### src/rtl/ps2_pkg.sv
// Shared types and constants for the PS/2 scancode receiver.
package ps2_pkg;

    typedef enum logic [1:0] {
        ST_IDLE   = 2'd0,
        ST_DATA   = 2'd1,
        ST_PARITY = 2'd2,
        ST_STOP   = 2'd3
    } ps2_state_e;

    localparam logic [7:0] DATA_OFS   = 8'h00;
    localparam logic [7:0] STATUS_OFS = 8'h04;

    localparam int STAT_OVERFLOW_BIT = 8;
    localparam int STAT_PARITY_BIT   = 9;
    localparam int STAT_FRAME_BIT    = 10;
    localparam int STAT_TIMEOUT_BIT  = 11;

    localparam logic [7:0] PS2_BREAK = 8'hF0;
    localparam logic [7:0] PS2_EXT   = 8'hE0;

    // Odd parity over the data byte plus the parity bit.
    function automatic logic odd_parity_ok(input logic [7:0] code, input logic par);
        return (^code) ^ par;
    endfunction

endpackage

### src/rtl/ps2_sync_filter.sv
// Pin synchronisers, ps2_clk glitch filter and falling-edge sample strobe.
module ps2_sync_filter
    import ps2_pkg::*;
#(
    parameter int FILTER_LEN = 8
) (
    input  logic clk,
    input  logic reset_n,
    input  logic ps2_clk,
    input  logic ps2_data,
    output logic fall_strobe,
    output logic data_s
);

    localparam int FW = $clog2(FILTER_LEN + 1);

    logic [1:0]    clk_sync_q, clk_sync_d;
    logic [1:0]    data_sync_q, data_sync_d;
    logic          filt_q, filt_d;
    logic [FW-1:0] fcnt_q, fcnt_d;
    logic          strobe_q, strobe_d;

    // Filter: the accepted level flips after FILTER_LEN consecutive differing samples.
    always_comb begin
        clk_sync_d  = {clk_sync_q[0], ps2_clk};
        data_sync_d = {data_sync_q[0], ps2_data};
        filt_d      = filt_q;
        fcnt_d      = '0;
        strobe_d    = 1'b0;
        if (clk_sync_q[1] != filt_q) begin
            if (fcnt_q == FW'(FILTER_LEN - 1)) begin
                filt_d   = clk_sync_q[1];
                strobe_d = filt_q;
            end else begin
                fcnt_d = fcnt_q + FW'(1);
            end
        end else begin
            fcnt_d = '0;
        end
    end

    // State registers; synchronisers idle high like the open-collector bus.
    always_ff @(posedge clk or negedge reset_n) begin
        if (!reset_n) begin
            clk_sync_q  <= 2'b11;
            data_sync_q <= 2'b11;
            filt_q      <= 1'b1;
            fcnt_q      <= '0;
            strobe_q    <= 1'b0;
        end else begin
            clk_sync_q  <= clk_sync_d;
            data_sync_q <= data_sync_d;
            filt_q      <= filt_d;
            fcnt_q      <= fcnt_d;
            strobe_q    <= strobe_d;
        end
    end

    assign fall_strobe = strobe_q;
    assign data_s      = data_sync_q[1];

endmodule

### src/rtl/ps2_rx_fifo.sv
// PS/2 frame receiver with scancode FIFO and polled register window.
// Define PS2_BREAK_DECODE_EN to fold F0/E0 prefixes into brk/ext entry bits.
module ps2_rx_fifo
    import ps2_pkg::*;
#(
    parameter int DEPTH          = 16,
    parameter int FILTER_LEN     = 8,
    parameter int TIMEOUT_CYCLES = 200000
) (
    input  logic        clk,
    input  logic        reset_n,
    input  logic        ps2_clk,
    input  logic        ps2_data,
    input  logic        mem_read,
    input  logic [7:0]  mem_addr,
    output logic [31:0] mem_rdata
);

`ifdef PS2_BREAK_DECODE_EN
    localparam int EW = 10;
`else
    localparam int EW = 8;
`endif
    localparam int AW = $clog2(DEPTH);
    localparam int CW = AW + 1;
    localparam int TW = $clog2(TIMEOUT_CYCLES + 1);
    localparam logic [1:0] DATA_SEL   = DATA_OFS[3:2];
    localparam logic [1:0] STATUS_SEL = STATUS_OFS[3:2];

    logic          strobe_s, data_s;
    ps2_state_e    state_q, state_d;
    logic [2:0]    bit_cnt_q, bit_cnt_d;
    logic [7:0]    shift_q, shift_d;
    logic          par_q, par_d;
    logic [TW-1:0] to_cnt_q, to_cnt_d;
    logic          frame_ok_s, set_perr_s, set_ferr_s, set_to_s;
    logic          push_req_s, push_ok_s, pop_s, clr_s, full_s, rd_rise_s;
    logic [EW-1:0] push_data_s, head_s;
    logic [EW-1:0] fifo_q [DEPTH];
    logic [EW-1:0] fifo_d [DEPTH];
    logic [AW-1:0] wr_ptr_q, wr_ptr_d, rd_ptr_q, rd_ptr_d;
    logic [CW-1:0] count_q, count_d;
    logic          ovf_q, ovf_d, perr_q, perr_d, ferr_q, ferr_d, toerr_q, toerr_d;
    logic          rd_q, rd_d;
    logic [1:0]    sel_s;
    logic [31:0]   status_s;
    logic          addr_unused_s;

    assign addr_unused_s = ^{mem_addr[7:4], mem_addr[1:0]};

    ps2_sync_filter #(.FILTER_LEN(FILTER_LEN)) u_sync (
        .clk         (clk),
        .reset_n     (reset_n),
        .ps2_clk     (ps2_clk),
        .ps2_data    (ps2_data),
        .fall_strobe (strobe_s),
        .data_s      (data_s)
    );

    // Frame FSM; the timeout counter measures idle cycles since the last strobe.
    always_comb begin
        state_d    = state_q;
        bit_cnt_d  = bit_cnt_q;
        shift_d    = shift_q;
        par_d      = par_q;
        to_cnt_d   = '0;
        frame_ok_s = 1'b0;
        set_perr_s = 1'b0;
        set_ferr_s = 1'b0;
        set_to_s   = 1'b0;
        if (strobe_s) begin
            case (state_q)
                ST_IDLE: begin
                    if (!data_s) begin
                        state_d   = ST_DATA;
                        bit_cnt_d = 3'd0;
                    end else begin
                        state_d = ST_IDLE;
                    end
                end
                ST_DATA: begin
                    shift_d = {data_s, shift_q[7:1]};
                    if (bit_cnt_q == 3'd7) begin
                        state_d = ST_PARITY;
                    end else begin
                        bit_cnt_d = bit_cnt_q + 3'd1;
                    end
                end
                ST_PARITY: begin
                    par_d   = data_s;
                    state_d = ST_STOP;
                end
                ST_STOP: begin
                    frame_ok_s = data_s & odd_parity_ok(shift_q, par_q);
                    set_perr_s = ~odd_parity_ok(shift_q, par_q);
                    set_ferr_s = ~data_s;
                    state_d    = ST_IDLE;
                end
                default: state_d = ST_IDLE;
            endcase
        end else if (state_q != ST_IDLE) begin
            if (to_cnt_q == TW'(TIMEOUT_CYCLES - 1)) begin
                state_d  = ST_IDLE;
                set_to_s = 1'b1;
            end else begin
                to_cnt_d = to_cnt_q + TW'(1);
            end
        end else begin
            to_cnt_d = '0;
        end
    end

`ifdef PS2_BREAK_DECODE_EN
    logic brk_pend_q, brk_pend_d, ext_pend_q, ext_pend_d;

    // Prefix bytes only arm the pending bits; the next real code carries them.
    always_comb begin
        push_req_s  = frame_ok_s;
        push_data_s = EW'(shift_q);
        brk_pend_d  = brk_pend_q;
        ext_pend_d  = ext_pend_q;
        if (frame_ok_s) begin
            if (shift_q == PS2_BREAK) begin
                brk_pend_d = 1'b1;
                push_req_s = 1'b0;
            end else if (shift_q == PS2_EXT) begin
                ext_pend_d = 1'b1;
                push_req_s = 1'b0;
            end else begin
                push_data_s = {ext_pend_q, brk_pend_q, shift_q};
                brk_pend_d  = 1'b0;
                ext_pend_d  = 1'b0;
            end
        end else begin
            push_req_s = 1'b0;
        end
    end

    // Pending prefix registers.
    always_ff @(posedge clk or negedge reset_n) begin
        if (!reset_n) begin
            brk_pend_q <= 1'b0;
            ext_pend_q <= 1'b0;
        end else begin
            brk_pend_q <= brk_pend_d;
            ext_pend_q <= ext_pend_d;
        end
    end
`else
    // Raw mode: every good byte is queued unchanged.
    always_comb begin
        push_req_s  = frame_ok_s;
        push_data_s = EW'(shift_q);
    end
`endif

    // FIFO and sticky flags; a pop in the same cycle makes room for the push.
    always_comb begin
        sel_s     = mem_addr[3:2];
        rd_d      = mem_read;
        rd_rise_s = mem_read & ~rd_q;
        full_s    = (count_q == CW'(DEPTH));
        pop_s     = rd_rise_s & (sel_s == DATA_SEL) & (count_q != '0);
        clr_s     = rd_rise_s & (sel_s == STATUS_SEL);
        push_ok_s = push_req_s & (~full_s | pop_s);
        fifo_d    = fifo_q;
        wr_ptr_d  = wr_ptr_q;
        rd_ptr_d  = rd_ptr_q;
        if (push_ok_s) begin
            fifo_d[wr_ptr_q] = push_data_s;
            wr_ptr_d         = wr_ptr_q + AW'(1);
        end else begin
            wr_ptr_d = wr_ptr_q;
        end
        if (pop_s) begin
            rd_ptr_d = rd_ptr_q + AW'(1);
        end else begin
            rd_ptr_d = rd_ptr_q;
        end
        case ({push_ok_s, pop_s})
            2'b10:   count_d = count_q + CW'(1);
            2'b01:   count_d = count_q - CW'(1);
            default: count_d = count_q;
        endcase
        ovf_d   = (push_req_s & full_s & ~pop_s) | (ovf_q & ~clr_s);
        perr_d  = set_perr_s | (perr_q & ~clr_s);
        ferr_d  = set_ferr_s | (ferr_q & ~clr_s);
        toerr_d = set_to_s | (toerr_q & ~clr_s);
    end

    // Read data is a pure function of address and current state.
    always_comb begin
        head_s                     = fifo_q[rd_ptr_q];
        status_s                   = 32'd0;
        status_s[6:0]              = 7'(count_q);
        status_s[STAT_OVERFLOW_BIT] = ovf_q;
        status_s[STAT_PARITY_BIT]  = perr_q;
        status_s[STAT_FRAME_BIT]   = ferr_q;
        status_s[STAT_TIMEOUT_BIT] = toerr_q;
        case (sel_s)
            DATA_SEL: begin
                if (count_q != '0) begin
                    mem_rdata = {1'b1, 21'd0, 10'(head_s)};
                end else begin
                    mem_rdata = 32'd0;
                end
            end
            STATUS_SEL: mem_rdata = status_s;
            default:    mem_rdata = 32'd0;
        endcase
    end

    // State registers.
    always_ff @(posedge clk or negedge reset_n) begin
        if (!reset_n) begin
            state_q   <= ST_IDLE;
            bit_cnt_q <= 3'd0;
            shift_q   <= 8'd0;
            par_q     <= 1'b0;
            to_cnt_q  <= '0;
            fifo_q    <= '{default: '0};
            wr_ptr_q  <= '0;
            rd_ptr_q  <= '0;
            count_q   <= '0;
            ovf_q     <= 1'b0;
            perr_q    <= 1'b0;
            ferr_q    <= 1'b0;
            toerr_q   <= 1'b0;
            rd_q      <= 1'b0;
        end else begin
            state_q   <= state_d;
            bit_cnt_q <= bit_cnt_d;
            shift_q   <= shift_d;
            par_q     <= par_d;
            to_cnt_q  <= to_cnt_d;
            fifo_q    <= fifo_d;
            wr_ptr_q  <= wr_ptr_d;
            rd_ptr_q  <= rd_ptr_d;
            count_q   <= count_d;
            ovf_q     <= ovf_d;
            perr_q    <= perr_d;
            ferr_q    <= ferr_d;
            toerr_q   <= toerr_d;
            rd_q      <= rd_d;
        end
    end

endmodule

### config.mk
export PLATFORM = sky130hd
export DESIGN_NAME = ps2_rx_fifo
export DESIGN_NICKNAME = d
export VERILOG_FILES = /design/src/rtl/ps2_pkg.sv /design/src/rtl/ps2_sync_filter.sv /design/src/rtl/ps2_rx_fifo.sv
export SDC_FILE = /design/constraint.sdc
export NUM_CORES = 1
export LEC_CHECK = 0
export CORE_UTILIZATION = 44
export CTS_CLUSTER_DIAMETER = 100
export DETAILED_ROUTE_END_ITERATION = 10
export PLACE_DENSITY = 0.69
export SLEW_MARGIN = 15
export SYNTH_ARGS = -nofsm -noshare
export SYNTH_HDL_FRONTEND = slang
export SYNTH_SLANG_ARGS = --single-unit
### constraint.sdc
create_clock -name clk -period 3.8 [get_ports clk]
set_clock_uncertainty 0.15 [all_clocks]
set_input_delay 0.38 -clock clk [delete_from_list [all_inputs] [get_ports clk]]
set_output_delay 0.38 -clock clk [all_outputs]
set_load 0.005 [all_outputs]
Word level (Yosys, flattened, before mapping)
Index checks and enable logic that the tools add are counted.
{"block": "totals", "input_bits": 13, "ff_bits": 188, "out_inout_bits": 32, "elab_cells": 133}
{"block": "classes", "add_sub_neg": 7, "reduce_logical": 15, "eq_ne": 14, "n_mux": 34, "order_cmp": 3, "bitwise": 26}
{"operator": "$bwmux W128", "count": 1}
{"operator": "$pmux W32 S2", "count": 1}
{"operator": "$mux W18", "count": 3}
{"operator": "$bmux W8 S4", "count": 1}
{"operator": "$demux W8 S4", "count": 1}
{"operator": "$mux W32", "count": 1}
{"operator": "$mux W8", "count": 3}
{"operator": "$add A18 B1 Y18 const B", "count": 1}
{"operator": "$eq A18 B18 Y1 const B", "count": 1}
{"operator": "$add A4 B1 Y4 const B", "count": 3}
{"operator": "$and A1 B1 Y1", "count": 12}
{"operator": "$mux W1", "count": 12}
{"operator": "$ge A5 B5 Y1 const B", "count": 2}
{"operator": "$not A4 Y5", "count": 2}
{"operator": "$pmux W5 S2", "count": 1}
{"operator": "$reduce_bool A2 Y1", "count": 5}
{"operator": "$mux W2", "count": 4}
{"operator": "$mux W4", "count": 2}
{"operator": "$pmux W2 S4", "count": 1}
{"operator": "$reduce_xor A8 Y1", "count": 1}
{"operator": "$eq A2 B1 Y1 const B", "count": 3}
{"operator": "$eq A2 B2 Y1 const B", "count": 3}
{"operator": "$mux W3", "count": 2}
{"operator": "$not A1 Y1", "count": 6}
{"operator": "other kinds (19)", "count": 27}

Depth between registers and ports, before layout
{"block": "depth", "depth_word": 8, "ltp_mapped": 14, "depth_no_buf": 13}

By module
Synthesis repeated with hierarchy kept, for this count alone.
{"block": "unflattened", "hier_cells": 657, "hier_area_um2": 9182.6}
{"mod": "ps2_rx_fifo", "cells_per_inst": 634, "instances": 1, "seq_area_each_um2": 4454.3, "area_each_um2": 8818.5}
{"mod": "ps2_sync_filter", "cells_per_inst": 23, "instances": 1, "seq_area_each_um2": 256.5, "area_each_um2": 364.1}

Least setup slack after synthesis
No wires, ideal clock.
{"block": "synth_timing", "kind": "reg2reg", "start": "register shift_q[2], in the netlist push_data_s[2]", "end": "register count_q[4]", "setup_slack_ns": 0.664, "path_stages_with_launch": 15, "setup_time_ns": 0.128, "n_path_buf": 1, "required_time_ns": 3.522, "t_arrival_ns": 2.859, "period_less_slack_ns": 3.136, "path_cell_list": "dfrtp_1 -> buf_6 -> xor2_1 -> xnor3_2 -> xor2_1 -> nor2_1 -> nor3_1 -> inv_1 -> fa_1 -> inv_1 -> a21o_1 -> a21oi_1 -> or3_1 -> nand3_1 -> nand3_1"}
{"block": "synth_between", "elab_chain_len": 8, "word_cells_on_any_way": 10, "classes_between": "2 x eq/ne; 3 x mux; 3 x bitwise; 2 x reduce/logical"}
{"item": "start: declaration", "line_no": "ps2_rx_fifo.sv:33", "text": "logic [7:0] shift_q, shift_d;"}
{"item": "start signal: assignment", "line_no": "ps2_rx_fifo.sv:233", "text": "shift_q <= shift_d;"}
{"item": "$reduce_xor A8 Y1 *", "line_no": "ps2_pkg.sv:24", "text": "return (^code) ^ par;"}
{"item": "$xor A1 B1 Y1 *", "line_no": "ps2_pkg.sv:24"}
{"item": "$and A1 B1 Y1 *", "line_no": "ps2_rx_fifo.sv:94", "text": "frame_ok_s = data_s & odd_parity_ok(shift_q, par_q);"}
{"item": "$mux W1 *", "line_no": "ps2_rx_fifo.sv:72", "text": "case (state_q)"}
{"item": "$mux W1 *", "line_no": "ps2_rx_fifo.sv:71", "text": "if (strobe_s) begin"}
{"item": "$and A1 B1 Y1 *", "line_no": "ps2_rx_fifo.sv:165", "text": "push_ok_s = push_req_s & (~full_s | pop_s);"}
{"item": "$eq A2 B1 Y1 or $eq A2 B2 Y1 (tied branches)", "line_no": "ps2_rx_fifo.sv:180", "text": "case ({push_ok_s, pop_s})"}
{"item": "$pmux W5 S2 or $reduce_bool A2 Y1 (tied branches)"}
{"item": "end signal: assignment", "line_no": "ps2_rx_fifo.sv:239", "text": "count_q <= count_d;"}
{"item": "end: declaration", "line_no": "ps2_rx_fifo.sv:42", "text": "logic [CW-1:0] count_q, count_d;"}
Every way passes the cells marked *; elsewhere a longest branch is shown, timed or not.
A chain may end at the register's enable or synchronous reset.

Final worst setup path
{"block": "layout_timing", "start": "register rd_ptr_q[1]", "end": "output mem_rdata[3]"}
{"block": "layout_between", "elab_chain_len": 6}
{"item": "start: declaration", "line_no": "ps2_rx_fifo.sv:41", "text": "logic [AW-1:0] wr_ptr_q, wr_ptr_d, rd_ptr_q, rd_ptr_d;"}
{"item": "start signal: assignment", "line_no": "ps2_rx_fifo.sv:238", "text": "rd_ptr_q <= rd_ptr_d;"}
{"item": "$not A4 Y5 (implied by the code)", "line_no": "ps2_rx_fifo.sv:193", "text": "head_s = fifo_q[rd_ptr_q];"}
{"item": "$bmux W8 S4", "line_no": "ps2_rx_fifo.sv:193"}
{"item": "$mux W8 (implied by the code) (2 in series)", "line_no": "ps2_rx_fifo.sv:193"}
{"item": "$mux W32", "line_no": "ps2_rx_fifo.sv:202", "text": "if (count_q != '0) begin"}
{"item": "$pmux W32 S2", "line_no": "ps2_rx_fifo.sv:200", "text": "case (sel_s)"}
{"item": "end: declaration", "line_no": "ps2_rx_fifo.sv:16", "text": "output logic [31:0] mem_rdata"}
No other way between the ends. The select of a mux whose other input is x is not followed.

==> results.md <==
| Step | Parameter | This run |
| --- | --- | --- |
| pwr | Total Power | 4.61 mW |
| finish | Layout cell share with drive strength beyond 1 | 36.5% |
| sta | Post-route worst setup slack | 212 ps |
| global routing | Grt total ovfl | 0 |
| global routing | Wire length of the first global-routing pass | 30.1 mm |
| logic synthesis | Mapped cell area | 0.00918 mm^2 |
| cts | PostCTS Resize Cnt | 0 |
| logic synthesis | Leading register cell type out of synthesis | dfrtp_1 |
| sta | Worst slew pin tran | 805 ps |
| global routing | Total GRT Usage | 18.3% |
| hold path | Class of the most critical hold timing path | input pin to flop |
| drt | Total number of vias | 5227 |
| global routing | Vias in the first global route | 5496 |
| drt | First drt pass iteration count | 4 |
| place | Placed instance count | 922 |
| finish | Total inserted antenna cells | 0 |
| drt | Remaining number of nets flagged by the antenna check after routing | 0 |
| place | Half-perimeter wire length after placement | 12.3 mm |
| cts | CTS Buffer Depth | 2 |
| logic synthesis | Number of enable-type register cells in the synthesized netlist | 0 |
| logic synthesis | Synthesized instance count | 654 |
| sta | Final Setup Violations | 0 |
| critical path | Crit Path Category | flop to output pin |
| logic synthesis | Area share of the leading cell type in the synthesized netlist | 49.9% |
| logic synthesis | Ranking of synthesized cells by area | dfrtp_1 (50%), mux2_2 (17%), mux4_2 (8.6%) |
| finish | Post-layout nets | 702 |
| drt | Routed via count divided by cell count | 5.47 |
| cts | Clock latency on the worst-skew pair | 430 ps |
| cts | Clock slew at reported path FFs | 70 ps |
| die | DIE WIDTH | 146 um |
| die | Die area | 0.0214 mm^2 |
| cts | Number of hold-repair buffers added at the cts stage | 1 |
| critical path | Slowest CP cell | dfrtp_1 |
| critical path | Cells on worst reg2reg path | 12 |
| pwr | Leakage Power | 4.83 nW |
| run status | Result of the run | completed |
| sta | Post-route setup TNS | 0 ps |
| critical path | Chain of cells forming the critical path | buf_4, mux4_2, a22o_1, a221oi_1, o21ai_0, clkdlybuf4s50_1 |
| die | Boundary pin count | 45 |
| die | Y dimension of the die | 146 um |
| pwr | Power density relative to cell area | 451 mW/mm^2 |
| cts | Sinks on the clock net | 188 |
| place | Pre-CTS setup slack | 379 ps |
| sta | Unrepaired setup endpoints after global routing | no |
| cts | Inserted Clock Buffers | 17 |
| drt | Number of design-rule violations left by the first detailed-router iteration | 251 |
| hold path | Number of cells on the worst hold path | 1 |
| sta | Worst hold margin | 206 ps |
| die | Core Box Area | 0.0204 mm^2 |
| finish | Layout Area Growth over Synthesis | 11.3% |
| die | Site row count | 52 |
| sta | Fin. max-slew vios | 0 |
| global routing | Number of antenna violations at the first check in global routing | 0 |
| logic synthesis | Cell taking the most area after synthesis | dfrtp_1 |
| critical path | Type of element capturing the critical path | output pin |
| logic synthesis | Mean area per synthesized cell | 14.0 um^2 |
| drt | Detailed-route wire length | 18.3 mm |
| critical path | Worst endpoint data arrival time | 3060 ps |
| logic synthesis | Number of flip-flops and latches in the synthesized netlist | 188 |
| logic synthesis | Fraction of synthesis flops using an asynchronous set or reset pin | 100% |
| cts | Root buffer cell | clkbuf_16 |
| drt | Average wire per standard cell | 19.2 um |
| sta | Headroom to the max-slew limit | 46.3% |
| critical path | WP data required | 3270 ps |
| finish | Filler-free cell count of the finished design | 955 |
| cts | TritonCTS clock tree | done |
| sta | Total count of hold-check failures in the final report | 0 |
| sta | Final period util | 94.4% |
| finish | Number of inserted filler cells in the final layout | 1650 |
| place | Final GP Congestion | 0.817 |
| critical path | Maximum net fanout on the critical path | 11 |
| cts | Setup repair bufs after CTS | 0 |
| flow run | MaxCap Viol Count | 0 |
| logic synthesis | Yosys warnings | 0 |
| sta | Maximum clock rate | 0.279 GHz |
| pwr | Max IR drop VDD | 0.000277 V |
| drt | DRC | 0 |
| place | Port buffer count | 19 |
| logic synthesis | Part of the Yosys area used for sequential elements | 51.3% |
| critical path | Critical path launch point type | flop |
| global routing | Largest net degree at the start of global routing | 87 |
| die | Initial core utilization | 45.1% |
| critical path | Worst path max stage delay | 720 ps |
| sta | Time the final worst path needs with I/O delays and setup | 3590 ps |
| logic synthesis | Netlist cell types | 55 |
| cts | Number of H-tree branching levels | 4 |
[final timing paths]
path	from	end	slack (ps)
max	rd_ptr_q[1]	mem_rdata[3]	210
min	ps2_clk	u_sync.clk_sync_q[0]	210
max reg2reg	push_data_s[2]	count_q[4]	570
min reg2reg	u_sync.clk_sync_q[0]	u_sync.clk_sync_q[1]	210
max in group asynchronous	reset_n	fifo_q[88]	2120
min in group asynchronous	reset_n	fifo_q[102]	450
[cell type report]
| type | count | area (um^2) | share of cell area [%] |
|---|---|---|---|
| sequential | 188 | 4710 | 46.1 |
| clock buffer | 20 | 447 | 4.37 |
| inverter | 10 | 37.5 | 0.368 |
| multi-input combinational | 417 | 4160 | 40.7 |
| tap | 270 | 338 | 3.31 |
| timing repair buffer | 38 | 362 | 3.54 |
| clock inverter | 12 | 158 | 1.54 |
[stage by stage]
stage	util (%)	instance area, um^2
final	50.1	10200
after global routing	50.1	10200
after CTS	50.1	10200
after detailed placement	47.1	9600
after global placement	47.1	9600
after floorplan	-	9250
[cell usage after synthesis, types with 4 or more instances]
master,instances
and3_1,9
a22o_1,10
buf_4,21
nor2_1,28
inv_1,10
nand2_1,22
xnor2_1,15
and2_1,7
nand3_1,14
clkbuf_1,19
a21oi_1,4
mux4_2,35
dfstp_2,5
o21ai_0,12
mux2_2,138
ha_1,16
nand3_4,7
nor3_1,4
buf_2,9
xor2_1,16
nand3_2,5
a221oi_1,5
dfrtp_1,183
nor2b_1,10
[cell usage in the layout, fill, tap and decap left out, types with 17 or more instances in the layout]
| cell | count |
|---|---|
| mux2_2 | 138 |
| conb_1 | 19 |
| clkbuf_16 | 17 |
| clkdlybuf4s50_1 | 18 |
| nand2_1 | 22 |
| dfrtp_1 | 182 |
| mux4_2 | 35 |
| nor2_1 | 28 |
[per-layer routing]
| metal | part of all wire (%) | track usage, % | vias up | wire length (um) |
|---|---|---|---|---|
| met5 | 0 | 0 | - | 0 |
| met4 | 1.9 | 6.61 | 0 | 351 |
| met3 | 2.6 | 3.31 | 18 | 478 |
| met2 | 50 | 30.0 | 97 | 9070 |
| met1 | 46 | 24.3 | 2745 | 8390 |
| li1 | - | - | 2367 | - |
[state kept, by name, summed over array words and instances, names as in the netlist, 2 cells and up]
name / flops
fifo_q: 128
to_cnt_q: 18
push_data_s: 8
count_q: 5
rd_ptr_q: 4
u_sync.fcnt_q: 4
wr_ptr_q: 4
bit_cnt_q: 3
state_q: 2
u_sync.clk_sync_q: 2
u_sync.data_sync_q: 2
[kinds of logic after synthesis]
group                    count (synthesis)  share of synthesized area, %
AO/OA/AOI/OAI                           43                          3.45
AND/OR/NAND/NOR                        128                          9.01
buffers and inverters                   67                          4.09
XOR/XNOR                                33                          3.48
other                                    1                        0.0409
multiplexers                           177                          26.2
flip-flops                             188                          51.3
adder cells (fa/ha/maj)                 17                          2.40
[power breakdown]
part	internal (mW)	switching, mW
registers	2.06	0.0939
logic	0.276	0.344
clock network	1.06	0.773
[worst max-delay path, delay by kind of cell, from the launching register on]
kind | cells | cell delay, ps
compound gates | 3 | 800
buf+inv | 2 | 770
flops | 1 | 720
mux | 1 | 340
No activity file was read; power rests on OpenSTA's default activity.
